--- src/rtl/vppts_pkg.sv ---
// Shared state encoding and default timing constants for the VPPTS sequencer.
package vppts_pkg;

    typedef logic [2:0] state_t;

    localparam state_t ST_IDLE   = 3'd0;
    localparam state_t ST_PRECHG = 3'd1;
    localparam state_t ST_SETTLE = 3'd2;
    localparam state_t ST_ON     = 3'd3;
    localparam state_t ST_DISCHG = 3'd4;

    localparam int unsigned DEF_CNT_W       = 8;
    localparam int unsigned DEF_PRECHG_CYC  = 16;
    localparam int unsigned DEF_SETTLE_CYC  = 32;
    localparam int unsigned DEF_DISCHG_CYC  = 24;
    localparam int unsigned DEF_TIMEOUT_CYC = 255;

endpackage

--- src/rtl/vppts_sync2.sv ---
// Two-flop synchronizer for the asynchronous level-detect comparator output.
module vppts_sync2 (
    input  logic clk,
    input  logic resb,
    input  logic d,
    output logic q
);

    logic meta_q;
    logic sync_q;

    always_ff @(posedge clk or negedge resb) begin
        if (!resb) begin
            meta_q <= 1'b0;
            sync_q <= 1'b0;
        end else begin
            meta_q <= d;
            sync_q <= meta_q;
        end
    end

    assign q = sync_q;

endmodule

--- src/rtl/vppts_seq_ctrl.sv ---
// VPPTS switch sequencer: precharge -> settle -> on -> discharge, with level-detect
// monitoring, timeout and sticky error reporting. All outputs registered.
module vppts_seq_ctrl
    import vppts_pkg::*;
#(
    parameter int unsigned CNT_W       = DEF_CNT_W,
    parameter int unsigned PRECHG_CYC  = DEF_PRECHG_CYC,
    parameter int unsigned SETTLE_CYC  = DEF_SETTLE_CYC,
    parameter int unsigned DISCHG_CYC  = DEF_DISCHG_CYC,
    parameter int unsigned TIMEOUT_CYC = DEF_TIMEOUT_CYC
) (
    input  logic clk,
    input  logic resb,
    input  logic req,
    input  logic abort,
    input  logic errclr,
    input  logic detok,
    output logic vpptspre,
    output logic vpptsen,
    output logic vpptsdis,
    output logic ack,
    output logic busy,
    output logic err
);

    localparam logic [CNT_W-1:0] PRE_LD   = CNT_W'(PRECHG_CYC - 1);
    localparam logic [CNT_W-1:0] SET_LD   = CNT_W'(SETTLE_CYC - 1);
    localparam logic [CNT_W-1:0] DIS_LD   = CNT_W'(DISCHG_CYC - 1);
    localparam logic [CNT_W-1:0] TMO_LAST = CNT_W'(TIMEOUT_CYC - 1);
    localparam logic [CNT_W-1:0] ONE      = CNT_W'(1);

    state_t            state_q, state_d;
    logic [CNT_W-1:0]  cnt_q, cnt_d;
    logic [CNT_W-1:0]  tcnt_q, tcnt_d;
    logic              err_q, err_d, err_set;
    logic              det_s;
    logic              pre_q, en_q, dis_q, ack_q, busy_q;

    vppts_sync2 u_sync (
        .clk  (clk),
        .resb (resb),
        .d    (detok),
        .q    (det_s)
    );

    // Per-cycle priority: abort, then error detection, then request drop, then progress.
    always_comb begin
        state_d = state_q;
        err_set = 1'b0;
        case (state_q)
            ST_IDLE: begin
                if (req && !err_q) state_d = ST_PRECHG;
            end
            ST_PRECHG: begin
                if (abort || !req)       state_d = ST_DISCHG;
                else if (cnt_q == '0)    state_d = ST_SETTLE;
            end
            ST_SETTLE: begin
                if (abort) begin
                    state_d = ST_DISCHG;
                end else if (tcnt_q == TMO_LAST) begin
                    err_set = 1'b1;
                    state_d = ST_DISCHG;
                end else if (!req) begin
                    state_d = ST_DISCHG;
                end else if (cnt_q == '0 && det_s) begin
                    state_d = ST_ON;
                end
            end
            ST_ON: begin
                if (abort) begin
                    state_d = ST_DISCHG;
                end else if (!det_s) begin
                    err_set = 1'b1;
                    state_d = ST_DISCHG;
                end else if (!req) begin
                    state_d = ST_DISCHG;
                end
            end
            ST_DISCHG: begin
                if (cnt_q == '0) state_d = ST_IDLE;
            end
            default: state_d = ST_IDLE;
        endcase
    end

    // Shared phase counter loads only on a state change, so abort in DISCHG never restarts it.
    always_comb begin
        cnt_d = cnt_q;
        if (state_d != state_q) begin
            case (state_d)
                ST_PRECHG: cnt_d = PRE_LD;
                ST_SETTLE: cnt_d = SET_LD;
                ST_DISCHG: cnt_d = DIS_LD;
                default:   cnt_d = '0;
            endcase
        end else if (cnt_q != '0) begin
            cnt_d = cnt_q - ONE;
        end
    end

    always_comb begin
        tcnt_d = tcnt_q;
        if (state_d == ST_SETTLE && state_q != ST_SETTLE) begin
            tcnt_d = '0;
        end else if (state_q == ST_SETTLE && tcnt_q != TMO_LAST) begin
            tcnt_d = tcnt_q + ONE;
        end
    end

    always_comb begin
        err_d = err_q;
        if (err_set)     err_d = 1'b1;
        else if (errclr) err_d = 1'b0;
    end

    always_ff @(posedge clk or negedge resb) begin
        if (!resb) begin
            state_q <= ST_IDLE;
            cnt_q   <= '0;
            tcnt_q  <= '0;
            err_q   <= 1'b0;
            pre_q   <= 1'b0;
            en_q    <= 1'b0;
            dis_q   <= 1'b0;
            ack_q   <= 1'b0;
            busy_q  <= 1'b0;
        end else begin
            state_q <= state_d;
            cnt_q   <= cnt_d;
            tcnt_q  <= tcnt_d;
            err_q   <= err_d;
            pre_q   <= (state_d == ST_PRECHG);
            en_q    <= (state_d == ST_SETTLE) || (state_d == ST_ON);
            dis_q   <= (state_d == ST_DISCHG);
            ack_q   <= (state_d == ST_ON);
            busy_q  <= (state_d != ST_IDLE);
        end
    end

    assign vpptspre = pre_q;
    assign vpptsen  = en_q;
    assign vpptsdis = dis_q;
    assign ack      = ack_q;
    assign busy     = busy_q;
    assign err      = err_q;

endmodule
--- config.mk ---
export PLATFORM = sky130hd
export DESIGN_NAME = vppts_seq_ctrl
export DESIGN_NICKNAME = d
export VERILOG_FILES = /design/src/rtl/vppts_pkg.sv /design/src/rtl/vppts_sync2.sv /design/src/rtl/vppts_seq_ctrl.sv
export SDC_FILE = /design/constraint.sdc
export NUM_CORES = 1
export LEC_CHECK = 0
export CORE_MARGIN = 2
export CORE_UTILIZATION = 51
export DETAILED_ROUTE_END_ITERATION = 12
export MAX_ROUTING_LAYER = met4
export PLACE_DENSITY = 0.74
export SETUP_SLACK_MARGIN = 0.5
export SKIP_CTS_REPAIR_TIMING = 1
export SLEW_MARGIN = 30
export SYNTH_ARGS = -nofsm -noshare
export SYNTH_HDL_FRONTEND = slang
export SYNTH_SLANG_ARGS = --single-unit
--- constraint.sdc ---
create_clock -name clk -period 2.45 [get_ports clk]
set_input_delay 0.3675 -clock clk [delete_from_list [all_inputs] [get_ports clk]]
set_output_delay 0.3675 -clock clk [all_outputs]
set_load 0.05 [all_outputs]
## Yosys cells after proc, flatten, opt, wreduce, memory -nomap -nowiden

Index checks and enable logic that the tools add are counted.

- Bits of input ports: 6
- Bits in latches: 0
- RAM bits: 0
- Register bits after elaboration: 27
- Memories: 0
- Output and inout bits: 6
- Bits in read-only memories: 0
- Word-level logic and storage cells: 64

- Reduce and logical (&&, ||, !) cells: 15
- Add/subtract/negate cells: 2
- Bitwise gates (word level): 0
- Magnitude comparators: 0
- Multiply operators: 0
- Shift-type cells: 0
- Div/mod/pow operators: 0
- Equality and inequality tests: 12
- Multiplexer cells: 24

Operator list:

| kind | number |
|---|---|
| 3-bit two-way mux | 11 |
| 8-bit two-way mux | 4 |
| 3-bit one-hot mux with 5 select lines | 1 |
| 5-bit one-hot mux with 3 select lines | 1 |
| 3-bit by 2-bit == test with 1-bit output (second input constant) | 4 |
| 8-bit by 1-bit adder with 8-bit output (second input constant) | 1 |
| 8-bit == test (second input constant) | 1 |
| 8-bit logical NOT | 1 |
| 8-bit != test (second input constant) | 1 |
| 8-bit nonzero test | 1 |
| 8-bit by 1-bit subtractor with 8-bit output (second input constant) | 1 |
| 3-bit by 1-bit == test with 1-bit output (second input constant) | 2 |
| 3-bit == test (second input constant) | 2 |
| 1-bit two-way mux | 6 |
| 2-bit nonzero test | 3 |
| 1-bit logical AND | 4 |
| 3-bit logical NOT | 1 |
| 3-bit by 2-bit != test with 1-bit output (second input constant) | 1 |
| 3-bit != test | 1 |
| 3-bit nonzero test | 1 |
| 1-bit logical NOT | 2 |
| 1-bit logical OR | 2 |
| 1-bit one-hot mux with 2 select lines | 1 |

## Logic depth before layout (Yosys ltp)

- Word-level depth: 10
- Gate-level depth with buffers: 8
- Depth with buffers taken out: 8

## By module

A second synthesis with hierarchy kept.

- Cells, all modules: 143
- Area, all modules: 1,445.1 µm²

By module, submodules not included:

| module | seq. area each (µm²) | times used | cells each | area each (µm²) |
|---|---|---|---|---|
| vppts_seq_ctrl | 625.6 | 1 | 141 | 1,395.1 |
| vppts_sync2 | 50.0 | 1 | 2 | 50.0 |

## Worst setup path before layout

Ideal clock, no wire load.

- Path kind: register -> register
- From: reg cnt_q[0]
- To: reg cnt_q[0]
- Buffers on the path: 0
- Stages on the path, launching flop included: 9
- Arrival time: 2.273 ns
- Setup slack: 0.098 ns
- Required time: 2.371 ns
- Library setup time: 0.079 ns
- Cell sequence: dfrtp_1 > inv_1 > ha_1 > or4b_4 > o311a_1 > o211ai_2 > o21a_4 > mux2_4 > mux2i_1

- Cells in the longest elaborated chain, start to end: 10
- Elaborated cells on any way between the ends: 20
- Classes of those cells: add/sub (1); eq/ne (4); mux (11); reduce/logical (4)

Ends and longest elaborated chain:

| element | line | text |
|---|---|---|
| from (decl) | vppts_seq_ctrl.sv:33 | `logic [CNT_W-1:0] cnt_q, cnt_d;` |
| from (signal assigned) | vppts_seq_ctrl.sv:130 | `cnt_q <= cnt_d;` |
| 8-bit logical NOT | vppts_seq_ctrl.sv:56, vppts_seq_ctrl.sv:66, vppts_seq_ctrl.sv:81 |  |
| 1-bit logical AND | vppts_seq_ctrl.sv:66 | `end else if (cnt_q == '0 && det_s) begin` |
| 3-bit two-way mux | vppts_seq_ctrl.sv:66 |  |
| 3-bit two-way mux | vppts_seq_ctrl.sv:64 | `end else if (!req) begin` |
| 3-bit two-way mux | vppts_seq_ctrl.sv:61 | `end else if (tcnt_q == TMO_LAST) begin` |
| 3-bit two-way mux | vppts_seq_ctrl.sv:59 | `if (abort) begin` |
| 3-bit one-hot mux with 5 select lines | vppts_seq_ctrl.sv:50 | `case (state_q)` |
| 3-bit == test (tied with other cells) | vppts_seq_ctrl.sv:91 | `case (state_d)` |
| 5-bit one-hot mux with 3 select lines | vppts_seq_ctrl.sv:91 |  |
| 8-bit two-way mux | vppts_seq_ctrl.sv:90 | `if (state_d != state_q) begin` |

Parallel ways exist; a longest one is shown, timed or not. The select of a mux whose other input is x is not followed.
A chain may end at the register's enable or synchronous reset.

## Worst setup path after layout

- From: reg cnt_q[1]
- To: reg cnt_q[2]

The elaborated chain is that of the path after synthesis.

==> summary.txt <==
Worst setup path
  • Number of cells on the worst reg-to-reg path: 8
  • Reg-to-reg endpoint: cnt_q[2]$_DFFE_PN0P_
  • Critical setup path kind: register to register
  • R2R Path Start: cnt_q[1]$_DFFE_PN0P_
  • Worst endpoint required time: 2.69 ns
  • Crit end category: register
  • Launch point of the worst path: cnt_q[1]$_DFFE_PN0P_
  • Startpoint type of the worst setup path: register
  • Data arrival at the endpoint of the critical path: 2.64 ns
  • Flop2flop setup slack: 0.05 ns
  • Crit Path Max Fanout: 6

Outcome
  • Result of the run: finished, final reports clean

Yosys
  • Count of flip-flops with a built-in enable after synthesis: 0
  • Post-Syn Instances: 143
  • Synth cell types: 40
  • Syn_nets: 152
  • Register bit total from synthesis: 27
  • Number of warning messages in the yosys log: 0
  • Syn avg cell area: 10.2 um2
  • Async S/R FF share, synth: 1.00
  • Sequential share of the synthesized area: 0.462
  • Area of the mapped netlist: 0.00146 mm2
  • Ys flop type: sky130_fd_sc_hd__dfrtp_1

Final layout
  • Antenna diodes: 0
  • Nets: 178
  • Top library cells by usage in the layout, fill and taps aside: sky130_fd_sc_hd__dfrtp_1, sky130_fd_sc_hd__nor2_1, sky130_fd_sc_hd__buf_4
  • Commonest non-fill, non-tap cell in the layout: sky130_fd_sc_hd__dfrtp_1
  • Non-filler cells, final: 199
  • Area added between synthesis and finish: 21.4%
  • Fraction of final layout cells sized beyond drive strength 1: 0.208
  • Number of fill cells: 216
  • Storage element area: 677 um2
  • Footprint of the multi-input gates: 801 um2

Placed design
  • Worst slack at placement: 0.0405 ns
  • Cell count after placement: 188
  • RD Place Congestion: 0.804
  • Quantity of I/O buffers inserted on ports: 11
  • Final HPWL DP: 2030 um

Power
  • Switching part of the total power: 0.431
  • VDD IR max: 0.669 mV
  • Combinational group share of total power: 0.512
  • Switching component of the power: 0.863 mW
  • Portion of total power attributed to sequential cells: 0.394
  • LEAKAGE: 0.756 nW
  • Cell internal pwr: 1.14 mW
  • Areal power density over the cells: 1130 mW/mm2
  • Clk network pwr share: 0.094

Die
  • Chip height: 57.6 um
  • Count of standard-cell rows: 19
  • Area of the placeable core: 0.00273 mm2
  • Initial Utilization: 0.535
  • Die Footprint: 0.00331 mm2
  • Ports: 12
  • Die width: 57.6 um

STA
  • Slew @ Worst Pin: 0.533 ns
  • Max Fclk: 417 MHz
  • Hold slack: 0.386 ns
  • Max-slew violation total from the final report: 0
  • Largest clock skew in the final design: 0.00711 ns
  • Worst path setup slack after routing: 0.0529 ns
  • Slew headroom: 0.643
  • # setup viols final: 0
  • Period utilization: 0.978
  • Post-route minimum period: 2.40 ns
  • Setup repair after global routing missed its margin: yes
  • Final hold violations: 0

Detailed routing
  • Remaining antenna violation count: 0
  • Number of optimization iterations in the first detailed-route pass: 4
  • DRT iter0 DRCs: 51
  • DR WL/cell: 14.4 um
  • Routed via count: 1146
  • Remaining design rule violation count: 0
  • Overall routed net length: 2870 um
  • Number of vias per cell: 5.76

Clock network
  • Clock buffer count from CTS: 3
  • Root Buffer Master: sky130_fd_sc_hd__clkbuf_4
  • TritonCTS clock tree: yes
  • Clock insertion delay at the later pin of the skew report: 0.32 ns
  • Sinks on the clock net: 27
  • Clock-pin slew on the worst setup and hold paths: 0.15 ns
  • Max clock buf depth: 2
  • Level count of the clock H-tree: 1

Min path
  • Path category of the worst min-delay check: input port to async pin

GRT
  • Antenna violations before repair: 0
  • Global-route wire length before repair: 4600 um
  • Overflow after GRT: 0
  • Global-route usage over all layers: 0.188
  • Vias in the first global route: 1088
  • Largest net degree at the start of global routing: 28

Job
  • Number of maximum-capacitance constraint violations: 0
[routing by layer]
metal,part of all wire,vias to the layer above,GRT usage,wire length (um)
met5,0,-,-,0
met4,0.015,0,0.0797,44
met3,0.045,5,0.0431,130
met2,0.49,20,0.305,1410
met1,0.45,567,0.225,1290
li1,-,554,-,-
[power groups by stage]
| stage | logic (mW) | registers, mW | clock network (mW) |
|---|---|---|---|
| detailed placement | 0.918 | 0.786 | 0 |
| floorplan | 0.670 | 0.812 | 0 |
| finish | 1.03 | 0.790 | 0.187 |
| global route | 1.13 | 0.816 | 0.215 |
| global placement | 0.893 | 0.776 | 0 |
| CTS | 0.925 | 0.777 | 0.198 |
[how the worst max path moves through the flow]
stage	endpoint	depth (start not counted)
after floorplan	cnt_q[0]$_DFFE_PN0P_	8
after global placement	cnt_q[0]$_DFFE_PN0P_	8
after detailed placement	cnt_q[2]$_DFFE_PN0P_	8
after CTS	cnt_q[2]$_DFFE_PN0P_	8
after global routing	cnt_q[2]$_DFFE_PN0P_	8
final	cnt_q[2]$_DFFE_PN0P_	8
[synthesized netlist by cell type, types with 2 or more instances]
library cell | instances | area, um2
sky130_fd_sc_hd__a21oi_1 | 5 | 25.0
sky130_fd_sc_hd__a221o_1 | 2 | 20.0
sky130_fd_sc_hd__buf_2 | 2 | 10.0
sky130_fd_sc_hd__dfrtp_1 | 27 | 676
sky130_fd_sc_hd__ha_1 | 3 | 37.5
sky130_fd_sc_hd__inv_1 | 7 | 26.3
sky130_fd_sc_hd__mux2i_1 | 5 | 50.1
sky130_fd_sc_hd__nand2_1 | 8 | 30.0
sky130_fd_sc_hd__nand2b_1 | 4 | 25.0
sky130_fd_sc_hd__nand3_1 | 5 | 25.0
sky130_fd_sc_hd__nand4_1 | 3 | 18.8
sky130_fd_sc_hd__nor2_1 | 23 | 86.3
sky130_fd_sc_hd__nor2b_1 | 3 | 18.8
sky130_fd_sc_hd__nor3_1 | 3 | 15.0
sky130_fd_sc_hd__nor4_1 | 2 | 12.5
sky130_fd_sc_hd__o21ai_0 | 4 | 20.0
sky130_fd_sc_hd__o32ai_1 | 2 | 17.5
sky130_fd_sc_hd__or3_1 | 3 | 18.8
sky130_fd_sc_hd__xnor2_1 | 5 | 43.8
sky130_fd_sc_hd__xor2_1 | 7 | 61.3
[flip-flops by register name (all words and copies together) (netlist names)]
signal / count
tcnt_q: 8
u_sync.meta_q: 1
cnt_q: 8
ack: 1
vpptsen: 1
vpptsdis: 1
busy: 1
u_sync.q: 1
err: 1
vpptspre: 1
state_q: 3
[area by class of cell]
class                   instances  area share
multi-input cells             107       0.451
flip-flops and latches         27       0.381
repair buffers                 23       0.116
well taps                      31      0.0218
inverters                       7      0.0148
clock buffers                   3      0.0127
clock inverters                 1     0.00282
[per-stage QoR]
step                 util  area, um2  TNS, ns  power, mW
finish              0.650       1780        0       2.00
global route        0.650       1780  -0.0621       2.16
CTS                 0.615       1680        0       1.90
detailed placement  0.605       1650        0       1.70
global placement    0.605       1650        0       1.67
floorplan               -       1480        0       1.48
[critical path: stages, from the launching register on]
cell                       delay [ns]
sky130_fd_sc_hd__dfrtp_1         0.45
sky130_fd_sc_hd__inv_2           0.08
sky130_fd_sc_hd__ha_4            0.14
sky130_fd_sc_hd__or4b_4          0.47
sky130_fd_sc_hd__o311a_1         0.31
sky130_fd_sc_hd__o211ai_2        0.20
sky130_fd_sc_hd__o21a_4          0.19
sky130_fd_sc_hd__mux2_4          0.32
sky130_fd_sc_hd__mux2i_1         0.17
[cells by family after synthesis]
family	share of synthesized area
xor+xnor	0.0718
buf+inv	0.0248
fa+ha+maj	0.0256
mux	0.0444
simple gates	0.211
flops	0.462
compound gates	0.161
(Power assumes the default switching activity.)
